===== src/rtl/uart_pkg.sv =====
// uart_pkg
// Shared definitions for the UART receiver and the planned transmitter:
// parity mode encodings, the receiver state enum and a parity helper.
// No ports; imported with import uart_pkg::*.
package uart_pkg;

  localparam logic [1:0] PAR_NONE = 2'b00;
  localparam logic [1:0] PAR_EVEN = 2'b01;
  localparam logic [1:0] PAR_ODD  = 2'b10;

  typedef enum logic [2:0] {
    ST_IDLE,
    ST_START,
    ST_DATA,
    ST_PARITY,
    ST_STOP1,
    ST_STOP2
  } rx_state_e;

  // Mode 2'b11 is treated the same as no parity.
  function automatic logic parity_enabled(input logic [1:0] mode);
    return (mode == PAR_EVEN) || (mode == PAR_ODD);
  endfunction

  // Narrow words are zero-extended by the caller; the extra zeros do not
  // change the XOR, so one 8-bit helper covers every legal data width.
  function automatic logic parity_ok(input logic [1:0] mode,
                                     input logic [7:0] data,
                                     input logic       par_bit);
    logic ones_odd;
    ones_odd = (^data) ^ par_bit;
    case (mode)
      PAR_EVEN: return !ones_odd;
      PAR_ODD:  return ones_odd;
      default:  return 1'b1;
    endcase
  endfunction

endpackage


===== src/rtl/uart_sync_fifo.sv =====
// uart_sync_fifo
// Single-clock first-word-fall-through FIFO holding received frames.
// Ports:
//   clk, rst        clock, asynchronous active-low reset
//   push, push_data write request and word
//   pop             read request (ignored while empty)
//   head_data       oldest entry, 0 while empty
//   count           occupancy 0..DEPTH
//   full, empty     occupancy flags
// A push while full is only accepted when a pop happens in the same cycle.
module uart_sync_fifo #(
  parameter int WIDTH = 8,
  parameter int DEPTH = 8
) (
  input  logic                       clk,
  input  logic                       rst,
  input  logic                       push,
  input  logic [WIDTH-1:0]           push_data,
  input  logic                       pop,
  output logic [WIDTH-1:0]           head_data,
  output logic [$clog2(DEPTH):0]     count,
  output logic                       full,
  output logic                       empty
);

  localparam int PW = $clog2(DEPTH);
  localparam int CW = PW + 1;

  logic [WIDTH-1:0] mem_q [DEPTH];
  logic [PW-1:0]    wr_ptr_q, wr_ptr_d;
  logic [PW-1:0]    rd_ptr_q, rd_ptr_d;
  logic [CW-1:0]    count_q, count_d;
  logic             do_push, do_pop;

  assign empty     = (count_q == '0);
  assign full      = (count_q == CW'(DEPTH));
  assign count     = count_q;
  assign head_data = empty ? '0 : mem_q[rd_ptr_q];

  // Pointers wrap naturally because DEPTH is a power of two.
  always_comb begin
    do_pop   = pop && !empty;
    do_push  = push && (!full || do_pop);
    wr_ptr_d = do_push ? wr_ptr_q + PW'(1) : wr_ptr_q;
    rd_ptr_d = do_pop  ? rd_ptr_q + PW'(1) : rd_ptr_q;
    count_d  = count_q;
    if (do_push && !do_pop) begin
      count_d = count_q + CW'(1);
    end else if (do_pop && !do_push) begin
      count_d = count_q - CW'(1);
    end
  end

  always_ff @(posedge clk or negedge rst) begin
    if (!rst) begin
      wr_ptr_q <= '0;
      rd_ptr_q <= '0;
      count_q  <= '0;
    end else begin
      wr_ptr_q <= wr_ptr_d;
      rd_ptr_q <= rd_ptr_d;
      count_q  <= count_d;
    end
  end

  // Storage needs no reset: entries are only visible once counted.
  always_ff @(posedge clk) begin
    if (do_push) begin
      mem_q[wr_ptr_q] <= push_data;
    end
  end

endmodule


===== src/rtl/uart_rx_fifo.sv =====
// uart_rx_fifo
// Oversampling UART receiver (LSB first, optional parity, 1 or 2 stop bits)
// feeding a FWFT receive FIFO, with sticky error flags.
// Ports:
//   clk, rst                  clock, asynchronous active-low reset
//   tick_div                  clk cycles per oversample tick (0 acts as 1)
//   rx                        asynchronous serial input, idle high
//   parity_mode, stop2        frame format, latched when a start bit is accepted
//   rd_en, rd_data, rd_valid  FIFO read side
//   fifo_count                FIFO occupancy
//   frame_err, parity_err,
//   overrun, clr_err          sticky errors and their clear
//   busy                      receiver is inside a frame
module uart_rx_fifo
  import uart_pkg::*;
#(
  parameter int DATA_BITS  = 8,
  parameter int OVERSAMPLE = 16,
  parameter int DIV_W      = 16,
  parameter int FIFO_DEPTH = 8
) (
  input  logic                          clk,
  input  logic                          rst,
  input  logic [DIV_W-1:0]              tick_div,
  input  logic                          rx,
  input  logic [1:0]                    parity_mode,
  input  logic                          stop2,
  input  logic                          rd_en,
  output logic [DATA_BITS-1:0]          rd_data,
  output logic                          rd_valid,
  output logic [$clog2(FIFO_DEPTH):0]   fifo_count,
  output logic                          frame_err,
  output logic                          parity_err,
  output logic                          overrun,
  input  logic                          clr_err,
  output logic                          busy
);

  localparam int SCW = $clog2(OVERSAMPLE);
  localparam int BCW = $clog2(DATA_BITS);
  localparam logic [SCW-1:0] HALF_TICK = SCW'(OVERSAMPLE / 2 - 1);
  localparam logic [SCW-1:0] LAST_TICK = SCW'(OVERSAMPLE - 1);
  localparam logic [BCW-1:0] LAST_BIT  = BCW'(DATA_BITS - 1);

  logic                 rx_meta_q, rx_sync_q;
  logic [DIV_W-1:0]     tick_cnt_q, tick_cnt_d;
  logic [DIV_W-1:0]     div_q, div_d;
  logic                 tick;
  rx_state_e            state_q, state_d;
  logic [SCW-1:0]       samp_cnt_q, samp_cnt_d;
  logic [BCW-1:0]       bit_cnt_q, bit_cnt_d;
  logic [DATA_BITS-1:0] shift_q, shift_d;
  logic [1:0]           par_mode_q, par_mode_d;
  logic                 two_stop_q, two_stop_d;
  logic                 bad_q, bad_d;
  logic                 push_q, push_d;
  logic                 frame_err_q, frame_err_d;
  logic                 parity_err_q, parity_err_d;
  logic                 overrun_q, overrun_d;
  logic                 sample_pt, fe_evt, pe_evt, ov_evt;
  logic                 fifo_full, fifo_empty;

  // Two-flop synchroniser; resets to the idle (high) line level.
  always_ff @(posedge clk or negedge rst) begin
    if (!rst) begin
      rx_meta_q <= 1'b1;
      rx_sync_q <= 1'b1;
    end else begin
      rx_meta_q <= rx;
      rx_sync_q <= rx_meta_q;
    end
  end

  // The divider value is captured only on a tick, so a new tick_div
  // takes effect at the next wrap. div_q resets to 1 so the first tick
  // loads the programmed value.
  always_comb begin
    tick       = (tick_cnt_q == div_q - DIV_W'(1));
    tick_cnt_d = tick ? '0 : tick_cnt_q + DIV_W'(1);
    div_d      = div_q;
    if (tick) begin
      div_d = (tick_div == '0) ? DIV_W'(1) : tick_div;
    end
  end

  // Frame state machine. sample_pt marks the tick at which the current
  // bit is read: half a bit into START, then one full bit per later bit.
  always_comb begin
    state_d    = state_q;
    samp_cnt_d = samp_cnt_q;
    bit_cnt_d  = bit_cnt_q;
    shift_d    = shift_q;
    par_mode_d = par_mode_q;
    two_stop_d = two_stop_q;
    bad_d      = bad_q;
    push_d     = 1'b0;
    fe_evt     = 1'b0;
    pe_evt     = 1'b0;
    sample_pt  = tick && (samp_cnt_q == ((state_q == ST_START) ? HALF_TICK : LAST_TICK));

    if (state_q != ST_IDLE && tick) begin
      samp_cnt_d = sample_pt ? '0 : samp_cnt_q + SCW'(1);
    end

    case (state_q)
      ST_IDLE: begin
        samp_cnt_d = '0;
        if (tick && !rx_sync_q) begin
          state_d = ST_START;
        end
      end
      ST_START: begin
        if (sample_pt) begin
          if (rx_sync_q) begin
            state_d = ST_IDLE;
          end else begin
            state_d    = ST_DATA;
            bit_cnt_d  = '0;
            bad_d      = 1'b0;
            par_mode_d = parity_mode;
            two_stop_d = stop2;
          end
        end
      end
      ST_DATA: begin
        if (sample_pt) begin
          shift_d = {rx_sync_q, shift_q[DATA_BITS-1:1]};
          if (bit_cnt_q == LAST_BIT) begin
            state_d = parity_enabled(par_mode_q) ? ST_PARITY : ST_STOP1;
          end else begin
            bit_cnt_d = bit_cnt_q + BCW'(1);
          end
        end
      end
      ST_PARITY: begin
        if (sample_pt) begin
          if (!parity_ok(par_mode_q, 8'(shift_q), rx_sync_q)) begin
            bad_d  = 1'b1;
            pe_evt = 1'b1;
          end
          state_d = ST_STOP1;
        end
      end
      ST_STOP1: begin
        if (sample_pt) begin
          if (!rx_sync_q) begin
            bad_d  = 1'b1;
            fe_evt = 1'b1;
          end
          if (two_stop_q) begin
            state_d = ST_STOP2;
          end else begin
            state_d = ST_IDLE;
            push_d  = !bad_q && rx_sync_q;
          end
        end
      end
      ST_STOP2: begin
        if (sample_pt) begin
          if (!rx_sync_q) begin
            fe_evt = 1'b1;
          end
          state_d = ST_IDLE;
          push_d  = !bad_q && rx_sync_q;
        end
      end
      default: state_d = ST_IDLE;
    endcase
  end

  // Sticky flags: a new error in the same cycle as clr_err keeps the flag set.
  // A push into a full FIFO only counts as overrun when no pop frees a slot.
  always_comb begin
    ov_evt       = push_q && fifo_full && !rd_en;
    frame_err_d  = (frame_err_q  && !clr_err) || fe_evt;
    parity_err_d = (parity_err_q && !clr_err) || pe_evt;
    overrun_d    = (overrun_q    && !clr_err) || ov_evt;
  end

  always_ff @(posedge clk or negedge rst) begin
    if (!rst) begin
      tick_cnt_q   <= '0;
      div_q        <= DIV_W'(1);
      state_q      <= ST_IDLE;
      samp_cnt_q   <= '0;
      bit_cnt_q    <= '0;
      shift_q      <= '0;
      par_mode_q   <= PAR_NONE;
      two_stop_q   <= 1'b0;
      bad_q        <= 1'b0;
      push_q       <= 1'b0;
      frame_err_q  <= 1'b0;
      parity_err_q <= 1'b0;
      overrun_q    <= 1'b0;
    end else begin
      tick_cnt_q   <= tick_cnt_d;
      div_q        <= div_d;
      state_q      <= state_d;
      samp_cnt_q   <= samp_cnt_d;
      bit_cnt_q    <= bit_cnt_d;
      shift_q      <= shift_d;
      par_mode_q   <= par_mode_d;
      two_stop_q   <= two_stop_d;
      bad_q        <= bad_d;
      push_q       <= push_d;
      frame_err_q  <= frame_err_d;
      parity_err_q <= parity_err_d;
      overrun_q    <= overrun_d;
    end
  end

  uart_sync_fifo #(
    .WIDTH (DATA_BITS),
    .DEPTH (FIFO_DEPTH)
  ) u_fifo (
    .clk       (clk),
    .rst       (rst),
    .push      (push_q),
    .push_data (shift_q),
    .pop       (rd_en),
    .head_data (rd_data),
    .count     (fifo_count),
    .full      (fifo_full),
    .empty     (fifo_empty)
  );

  assign rd_valid   = !fifo_empty;
  assign frame_err  = frame_err_q;
  assign parity_err = parity_err_q;
  assign overrun    = overrun_q;
  assign busy       = (state_q != ST_IDLE);

endmodule


===== config.mk =====
export PLATFORM = sky130hd
export DESIGN_NAME = uart_rx_fifo
export DESIGN_NICKNAME = d
export VERILOG_FILES = /design/src/rtl/uart_pkg.sv /design/src/rtl/uart_sync_fifo.sv /design/src/rtl/uart_rx_fifo.sv
export SDC_FILE = /design/constraint.sdc
export NUM_CORES = 1
export LEC_CHECK = 0
export ABC_CLOCK_PERIOD_IN_PS = 4530
export CAP_MARGIN = 0
export CORE_MARGIN = 4
export CORE_UTILIZATION = 40
export CTS_CLUSTER_SIZE = 40
export DETAILED_ROUTE_END_ITERATION = 10
export PLACE_DENSITY = 0.65
export SLEW_MARGIN = 0
export SYNTH_ARGS = -nofsm -noshare
export SYNTH_HDL_FRONTEND = slang
export SYNTH_HIERARCHICAL = 1
export SYNTH_SLANG_ARGS = --single-unit

===== constraint.sdc =====
create_clock -name clk -period 4.53 [get_ports clk]
set_input_delay 0.453 -clock clk [delete_from_list [all_inputs] [get_ports clk]]
set_output_delay 0.453 -clock clk [all_outputs]
set_load 0.05 [all_outputs]

* Yosys cells after proc, flatten, opt, wreduce, memory -nomap -nowiden *
Memory sizes are Yosys's and may differ from the RTL's.
Cells that the tools add are included.

storage, ports and cells
  RAM bits = 64
  logic and storage cells = 140
  memories kept = 1
  bits in registers = 70

memories
  memory        depth  bits a word  read ports  clocked after memory_dff  write ports  line                  RTL
  u_fifo.mem_q  8      8            1           0                         1            uart_sync_fifo.sv:29  logic [WIDTH-1:0] mem_q [DEPTH];

operators by class
  $add $sub $neg = 8
  mux-type cells = 47
  eq/ne operators = 22
  bitwise logic cells = 2
  reduce and logical (&&, ||, !) cells = 42

operators with widths
  kind                                                                   count
  3-bit 2-to-1 mux                                                       13
  16-bit 2-to-1 mux                                                      2
  4-bit 2-to-1 mux                                                       6
  2-bit inequality test, second input constant                           11
  1-bit 2-to-1 mux                                                       19
  3-bit one-hot mux with 6 select lines                                  1
  16-bit by 1-bit adder with 16-bit output, second input constant        1
  16-bit equality test                                                   1
  16-bit logical NOT                                                     1
  16-bit by 1-bit subtractor with 16-bit output, second input constant   1
  7-bit AND reduction                                                    2
  1-bit logical AND                                                      13
  3-bit by 1-bit adder with 3-bit output, second input constant          3
  3-bit equality test, second input constant                             3
  1-bit logical NOT                                                      9
  4-bit by 1-bit adder with 4-bit output, second input constant          2
  8-bit 2-to-1 mux                                                       1
  8-bit parity                                                           1
  3-bit by 2-bit equality test with 1-bit output, second input constant  2
  3-bit one-hot mux with 2 select lines                                  1
  2-bit nonzero test                                                     3
  3-bit nonzero test                                                     2
  1-bit logical OR                                                       5
  5-bit AND reduction                                                    1
  other kinds (16)                                                       17

* Depth between registers and ports, before layout *
Gate-level depths: netlist of run 1.

  depth in word-level cells = 10
  gate-level depth with buffers = 12
  mapped depth without buffers = 10

* By module *
Netlist of run 1, hierarchy kept.

modules (own cells, without submodules)
  module          seq. area each (um2)  cells an instance  times used  area each (um2)
  uart_rx_fifo    1505.2                320                1           3367.0
  uart_sync_fifo  2172.1                158                1           3056.7

* Least setup slack after synthesis of run 1 *
No wires, ideal clock.

  path kind = register -> register
  start = register div_q[0]
  end = register div_q[10]
  stages on the path, launching flop included = 12
  arrival time = 3.012 ns
  setup slack = 1.393 ns
  path through = dfstp_2 > inv_1 > ha_1 > or4b_2 > nor4_4 > mux2_1 > mux2i_1 > o21ai_1 > nand4_2 > clkbuf_1 > buf_2 > mux2_2

between the ends
  cells in the longest elaborated chain, start to end = 2

ends and longest elaborated chain
  item                                           line                 RTL
  from (decl)                                    uart_rx_fifo.sv:47   logic [DIV_W-1:0] div_q, div_d;
  from (signal assigned)                         uart_rx_fifo.sv:197  div_q <= div_d;
  16-bit by 1-bit subtractor with 16-bit output  uart_rx_fifo.sv:78   tick = (tick_cnt_q == div_q - DIV_W'(1));
  16-bit equality test                           uart_rx_fifo.sv:78

No other way between the ends.
A chain may end at the register's enable or synchronous reset.

* Worst setup path in the final report of run 1 *
  start = register div_q[0]
  end = register shift_q[4]

between the ends
  cells in the longest elaborated chain, start to end = 4

ends and longest elaborated chain
  item                                           line                 RTL
  16-bit by 1-bit subtractor with 16-bit output  uart_rx_fifo.sv:78
  16-bit equality test                           uart_rx_fifo.sv:78
  1-bit logical AND                              uart_rx_fifo.sv:99   sample_pt = tick && (samp_cnt_q == ((state_q == ST_START) ? HALF_TICK : LAST_TICK));
  2-bit AND reduction (no source line)           --
  to (signal assigned)                           uart_rx_fifo.sv:201  shift_q <= shift_d;
  to (decl)                                      uart_rx_fifo.sv:52   logic [DATA_BITS-1:0] shift_q, shift_d;

No other way between the ends.

==> results of run 1 <==
## sequential cells by signal (all words and copies together) (netlist names), 2 cells and up
register	cells
tick_cnt_q	16
div_q	16
u_fifo/mem_q	64
samp_cnt_q	4
par_mode_q	2
u_fifo/wr_ptr_q	3
bit_cnt_q	3
state_q	3
u_fifo/rd_ptr_q	3
shift_q	8
u_fifo/count	4
## how the worst max path moves through the flow
| stage | from | cells after the start | slack [ns] | end |
|---|---|---|---|---|
| floorplan | div_q[0]$_DFFE_PN1N_ | 11 | 1.39 | div_q[10]$_DFFE_PN0N_ |
| global placement | div_q[0]$_DFFE_PN1N_ | 10 | 0.92 | shift_q[3]$_DFFE_PN0P_ |
| detailed placement | div_q[0]$_DFFE_PN1N_ | 10 | 0.86 | shift_q[4]$_DFFE_PN0P_ |
| CTS | div_q[0]$_DFFE_PN1N_ | 10 | 0.82 | shift_q[4]$_DFFE_PN0P_ |
| global route | div_q[0]$_DFFE_PN1N_ | 10 | 0.53 | shift_q[4]$_DFFE_PN0P_ |
| finish | div_q[0]$_DFFE_PN1N_ | 10 | 0.83 | shift_q[4]$_DFFE_PN0P_ |
## logic make-up (layout without fill, tap and decap cells)
group	Yosys count	count (layout)	synth area share (%)
AO/OA/AOI/OAI	49	49	5.49
adder cells (fa/ha/maj)	13	13	2.65
buffers and inverters	41	99	2.86
AND/OR/NAND/NOR	137	137	12.7
flip-flops	134	134	57.2
multiplexers	56	56	12.5
XOR/XNOR	48	48	6.54
## Yosys cell counts, types with 2 or more instances
cell,count
o2bb2ai_1,2
clkbuf_1,10
mux2_1,2
edfxtp_1,64
or2_2,2
or4_4,2
and2_1,15
nor3b_1,3
nor4_4,3
mux2i_1,8
xor2_1,13
nand2_1,19
a22o_1,8
or4_1,6
o211ai_1,4
a211oi_1,2
o21ai_1,2
nand3b_1,3
mux2_2,29
nor3_1,19
buf_1,2
o32ai_1,2
or3_1,4
xnor2_1,35
nor4_1,7
nand4_1,5
nor2b_1,6
nand3_1,11
dfrtp_1,67
ha_1,12
o22ai_1,3
dfstp_2,3
o31ai_1,2
buf_2,5
nor2_1,20
a21oi_1,9
inv_1,20
o21ai_0,6
nand2b_1,6
mux4_2,16
buf_6,3
## critical path, cell delays in order (launching register included)
cell      delay, ns
dfstp_2        0.38
inv_1          0.07
ha_1           0.20
or4b_2         0.68
nor3_1         0.21
xnor2_1        0.15
nand4_1        0.13
a211oi_1       0.28
nand4_2        0.43
nor4_4         0.64
mux2_2         0.40
## report_power, final
part           leakage [nW]  internal (mW)  switching [mW]
Sequential             1.67           1.29          0.0394
Combinational          1.07         0.0765          0.0590
Clock                 0.309          0.848           0.579
## cell type report
cell class	count	area (sq um)	share of cell area, %
Timing Repair Buffer	47	445	5.82
Inverter	20	75.1	0.981
Clock inverter	15	199	2.60
Sequential cell	134	3680	48.0
Tap cell	216	270	3.53
Multi-Input combinational cell	303	2560	33.5
Clock buffer	17	425	5.56
## cell usage in the layout, fill, tap and decap left out, types with 4 or more instances in the layout
master	netlist	final
nand2b_1	6	6
nand2_1	19	19
a22o_1	8	8
inv_6	0	4
xor2_1	13	13
inv_1	20	20
edfxtp_1	64	64
or4_1	6	6
o211ai_1	4	4
clkbuf_16	0	17
inv_8	0	7
mux2_2	29	29
mux4_2	16	16
xnor2_1	35	35
nor4_1	7	7
mux2i_1	8	8
o21ai_0	6	6
clkdlybuf4s50_1	0	39
and2_1	15	15
dfrtp_1	67	67
ha_1	12	12
a21oi_1	9	9
buf_4	0	6
nor2_1	20	20
nand3_1	11	11
nand4_1	5	5
nor2b_1	6	6
nor3_1	19	19
or3_1	4	4
## per-layer routing
layer | vias up | global-route usage (%) | routed length [um]
met1 | 1958 | 19.0 | 5680
met5 | - | 0 | 0
li1 | 1857 | - | -
met3 | 11 | 4.36 | 555
met4 | 0 | 5.03 | 159
met2 | 86 | 23.2 | 5940
==> out/metrics.csv, run 1 <==
metric,value,unit
outcome,finished clean,
CORE AREA,0.0158,sq mm
distinct cell type count after synthesis,59,
Top Ports,41,
Syn Nets,515,
Die Wd,135,um
Post-CTS Hold Fix Bufs,0,
port bufs,40,
dpl cell area,0.00703,sq mm
TritonCTS clock tree,yes,
pre-CTS worst setup slack,0.856,ns
syn_area_per_cell,13.4,sq um
WHS,0.0725,ns
Worst-Margin Slew,1.18,ns
"Net count, final",560,
"top cells by area, synth","edfxtp_1, dfrtp_1, mux4_2",
Worst Path Arrival,4.00,ns
final WL,12.3,mm
Crit Path Category,reg -> reg,
r2r setup slk,0.83,ns
Final ANT Viol Nets,0,
Pwr Total,2.89,mW
maximum vdd drop,0.307,mV
Netlist Area Pre-Place,0.00642,sq mm
root buffer cell,clkbuf_16,
wire per inst,16.4,um
skew final,0.00807,ns
ant diodes,0,
worst relative slew slack,20.9,%
total global routing overflow,0,
DP HPWL,8.50,mm
Inserted Clock Buffers,17,
initial antenna violation count,0,
post-route setup slack,0.833,ns
ys async rst share,52.2,%
post-synthesis cell count,478,
Post-CTS Setup Inserts,0,
share of cells above drive strength 1,19.0,%
"Seq/Total Area, Yosys",57.2,%
Die Y-Extent,135,um
Worst R2R End,shift_q[4]$_DFFE_PN0P_,
Cells after DPL,719,
number of synthesized flops with an enable pin,64,
H-tree depth,4,
routability-driven placement congestion ratio,0.865,
Yosys warning total,6,
TNS Setup,0,ns
FMAX,271,MHz
R2R cell count,10,
vias post-DR,3912,
Starting Density,40.6,%
reg2reg start,div_q[0]$_DFFE_PN1N_,
Final Cell Area,0.00765,sq mm
Crit. End Element,register,
# rows,46,
vias in the first global route,4007,
drc violations,0,
P_leak,3.04,nW
largest net degree at the start of global routing,43,
Clock transition at path regs,0.06,ns
"FF+latch count, synth",134,
Hold/Removal Path Class,in -> async,
dominant synthesized flop cell,dfrtp_1,
drt pass-1 iters,4,
Vias/cell,5.20,
worst-skew pair later-pin latency,0.42,ns
Critical Path Fanout Max,18,
Post-Layout Cell Count,752,
# Max-Cap Violations,0,
"Hold Vio Cnt, Final",0,
Worst EP required,4.83,ns
synthesis-to-layout area growth,19.2,%
fillcell total,1359,
Total GRT Usage,14.5,%
die footprint,0.0182,sq mm
Longest Clk Path Bufs,2,
Sink Count,134,
post-synth top area share,29.9,%
PwrDens,378,mW/mm^2
post-CTS sizing,0,
fin crit share,81.6,%
Final min period,3.70,ns
Layout Utilization,48.4,%
max-slew violation count,0,
Yosys top cell by area,edfxtp_1,
initial DRC count,181,
first-pass GRT wire length,20.6,mm
setup violators final,0,
RSZ-0062 raised after global routing,no,
Startpoint Class,register,
(Power assumes the default switching activity.)
==> run 2, diff against run 1 <==
Settings changed: ABC_CLOCK_PERIOD_IN_PS 4530 to 3500.
Clock period 4.53 ns to 3.5 ns, I/O delays scaled along.
==> run 2 against run 1 <==
Effect of this change: sequential power rose by 29%; clock-buffer cell count rose by 1; combinational power rose by 33%; critical path type unchanged; first-iteration DRC count rose by 58%; final cell count rose by 1.6%; sequential cell count did not move; maximum frequency rose by 15%; die area did not move; final area rose by 0.78%; critical path depth fell by 1; critical endpoint is now samp_cnt_q[3]$_DFFE_PN0P_.
==> out/metrics.csv, run 2 (same netlist as run 1, synthesis figures left out) <==
metric,value,unit,change
biggest regs,"u_fifo/mem_q x64, div_q x16, tick_cnt_q x16",,unchanged
outcome,finished clean,,unchanged
CP peak stage delay,0.69,ns,was 0.68 ns
Metal-1 WL,5.50,mm,was 5.68 mm
H-tree depth,4,,unchanged
Starting Density,40.6,%,unchanged
RSZ-0062 raised after global routing,no,,unchanged
maximum vdd drop,0.326,mV,was 0.307 mV
switching fraction of total power,23.3,%,was 23.4%
ant diodes,0,,unchanged
final WL,12.9,mm,was 12.3 mm
combinational share of power,5.0,%,was 4.7%
r2r setup slk,0.29,ns,was 0.83 ns
CP Launch Point,div_q[2]$_DFFE_PN0N_,,was div_q[0]$_DFFE_PN1N_
FMAX,312,MHz,was 271 MHz
Sink Count,134,,unchanged
Worst Path Arrival,3.55,ns,was 4.00 ns
wire per inst,16.8,um,was 16.4 um
Die Y-Extent,135,um,unchanged
worst-skew pair later-pin latency,0.42,ns,about the same
Critical Path Sink,samp_cnt_q[3]$_DFFE_PN0P_,,was shift_q[4]$_DFFE_PN0P_
total global routing overflow,0,,unchanged
Longest Clk Path Bufs,2,,unchanged
Crit Path Category,reg -> reg,,unchanged
PwrDens,468,mW/mm^2,was 378 mW/mm^2
"commonest non-fill, non-tap cell in the layout",dfrtp_1,,unchanged
Int Power,2.77,mW,was 2.22 mW
max reg flops,64,,unchanged
Post-CTS Hold Fix Bufs,0,,unchanged
reg2reg start,div_q[2]$_DFFE_PN0N_,,was div_q[0]$_DFFE_PN1N_
DP HPWL,8.87,mm,was 8.50 mm
top routing layer used,met4,,unchanged
# Max-Cap Violations,0,,unchanged
worst relative slew slack,34.7,%,was 20.9%
# rows,46,,unchanged
Worst EP required,3.84,ns,was 4.83 ns
WL met3,545,um,was 555 um
largest net degree at the start of global routing,44,,was 43
initial DRC count,286,,was 181
clock share of power,47.3,%,was 49.3%
vias post-DR,3955,,was 3912
R2R cell count,9,,was 10
CORE AREA,0.0158,sq mm,unchanged
max-slew violation count,0,,unchanged
WHS,0.0917,ns,was 0.0725 ns
root buffer cell,clkbuf_16,,unchanged
Total GRT Usage,15.2,%,was 14.5%
Startpoint Class,register,,unchanged
routability-driven placement congestion ratio,0.825,,was 0.865
Final ANT Viol Nets,0,,unchanged
worst path cell trace,or4_1 -> nor4_4 -> nand3b_1 -> xnor2_1 -> a211oi_1 -> nand4_2 -> buf_4 -> or4_1 -> a21oi_1,,was inv_1 -> ha_1 -> or4b_2 -> nor3_1 -> xnor2_1 -> nand4_1 -> a211oi_1 -> nand4_2 -> nor4_4 -> mux2_2
Clock transition at path regs,0.06,ns,about the same
Top Ports,41,,unchanged
P_leak,3.06,nW,was 3.04 nW
Worst-Margin Slew,0.980,ns,was 1.18 ns
vias in the first global route,4094,,was 4007
Sw Pwr,0.841,mW,was 0.678 mW
Critical Path Fanout Max,9,,was 18
port bufs,40,,unchanged
register with the most flip-flops,u_fifo/mem_q,,unchanged
"Net count, final",572,,was 560
Worst R2R End,samp_cnt_q[3]$_DFFE_PN0P_,,was shift_q[4]$_DFFE_PN0P_
Final min period,3.21,ns,was 3.70 ns
fin crit share,91.7,%,was 81.6%
WL met2,6.62,mm,was 5.94 mm
drc violations,0,,unchanged
part of the power in registers,47.7,%,was 46.0%
drt pass-1 iters,4,,unchanged
die footprint,0.0182,sq mm,unchanged
CP most frequent cell,or4_1,,
first-pass GRT wire length,21.4,mm,was 20.6 mm
"Hold Vio Cnt, Final",0,,unchanged
Crit. End Element,register,,unchanged
initial antenna violation count,0,,unchanged
TritonCTS clock tree,yes,,unchanged
skew final,0.0101,ns,was 0.00807 ns
share of cells above drive strength 1,21.4,%,was 19.0%
Vias/cell,5.18,,was 5.20
slowest cell on the critical path,or4_1,,was or4b_2
most frequent cells in the layout,"dfrtp_1, edfxtp_1, clkdlybuf4s50_1, xnor2_1, mux2_2",,unchanged
Hold/Removal Path Class,in -> async,,unchanged
Inserted Clock Buffers,17,,unchanged
setup violators final,0,,unchanged
synthesis-to-layout area growth,20.1,%,was 19.2%
Die Wd,135,um,unchanged
TNS Setup,0,ns,unchanged
==> run 2: cell types whose count changed in the layout (fill, tap and decap cells not counted), moves of 2 or more <==
cell        change
clkinvlp_4      +2
inv_6           +4
nor3_1          -4
buf_4          +13
inv_8           -7
nor3_2          +4
==> run 2: cell type report <==
class,count,area [sq um]
Multi-Input combinational cell,303,2590
Sequential cell,134,3680
Tap cell,216,270
Timing Repair Buffer,59,538
Clock inverter,14,136
Inverter,20,75.1
Clock buffer,18,429
Fill cell,1382,8110
==> run 2: metal layers <==
metal	up-vias	global-route usage, %
met4	0	5.71
met2	80	25.7
met1	1986	19.2
met5	-	0
met3	17	3.17
li1	1872	-
==> run 2: critical path, delay by kind of cell (launching register included) <==
family / cells / cell delay, ns
flops: 1 / 0.43
xor+xnor: 1 / 0.15
buf+inv: 1 / 0.26
compound gates: 2 / 0.37
simple gates: 5 / 1.91
==> run 2: worst min-delay path by stage <==
stage	from	depth (start not counted)	endpoint
final	rst	1	div_q[9]$_DFFE_PN0N_
after CTS	rst	1	div_q[9]$_DFFE_PN0N_
after global routing	rst	1	div_q[9]$_DFFE_PN0N_
after detailed placement	rx_meta_q$_DFF_PN1_	0	rx_sync_q$_DFF_PN1_
after global placement	rx_meta_q$_DFF_PN1_	0	rx_sync_q$_DFF_PN1_
after floorplan	rst	0	bad_q$_DFFE_PN0P_
==> run 2: power groups by stage <==
stage / registers (mW) / clock network (mW) / logic (mW)
after floorplan: 1.73 / 0 / 0.129
after global placement: 1.75 / 0 / 0.176
after detailed placement: 1.75 / 0 / 0.181
after CTS: 1.72 / 1.75 / 0.183
after global routing: 1.73 / 1.81 / 0.203
final: 1.72 / 1.71 / 0.180
==> run 2: per-stage QoR <==
stage	setup slack [ns]	power (mW)	util [%]	cell area, sq um	std cells
finish	0.292	3.61	48.7	7710	764
global route	0.129	3.74	48.7	7710	764
floorplan	0.363	1.86	-	6420	478
detailed placement	-0.000710	1.93	44.9	7110	729
global placement	0.140	1.93	44.9	7110	729
CTS	0.0227	3.65	48.5	7680	761
==> run 2: what timing repair did <==
item                                    4_1_cts  5_1_grt
gates resized for setup                       0        4
setup buffers                                 0        3
pin swaps                                     1        2
endpoints found under the setup margin        7       15
==> run 3, diff against run 2 <==
Settings changed: SLEW_MARGIN 0 to not set.
==> results of run 3 <==
No change in the layout: final DEF, timing and power equal those of run 2.
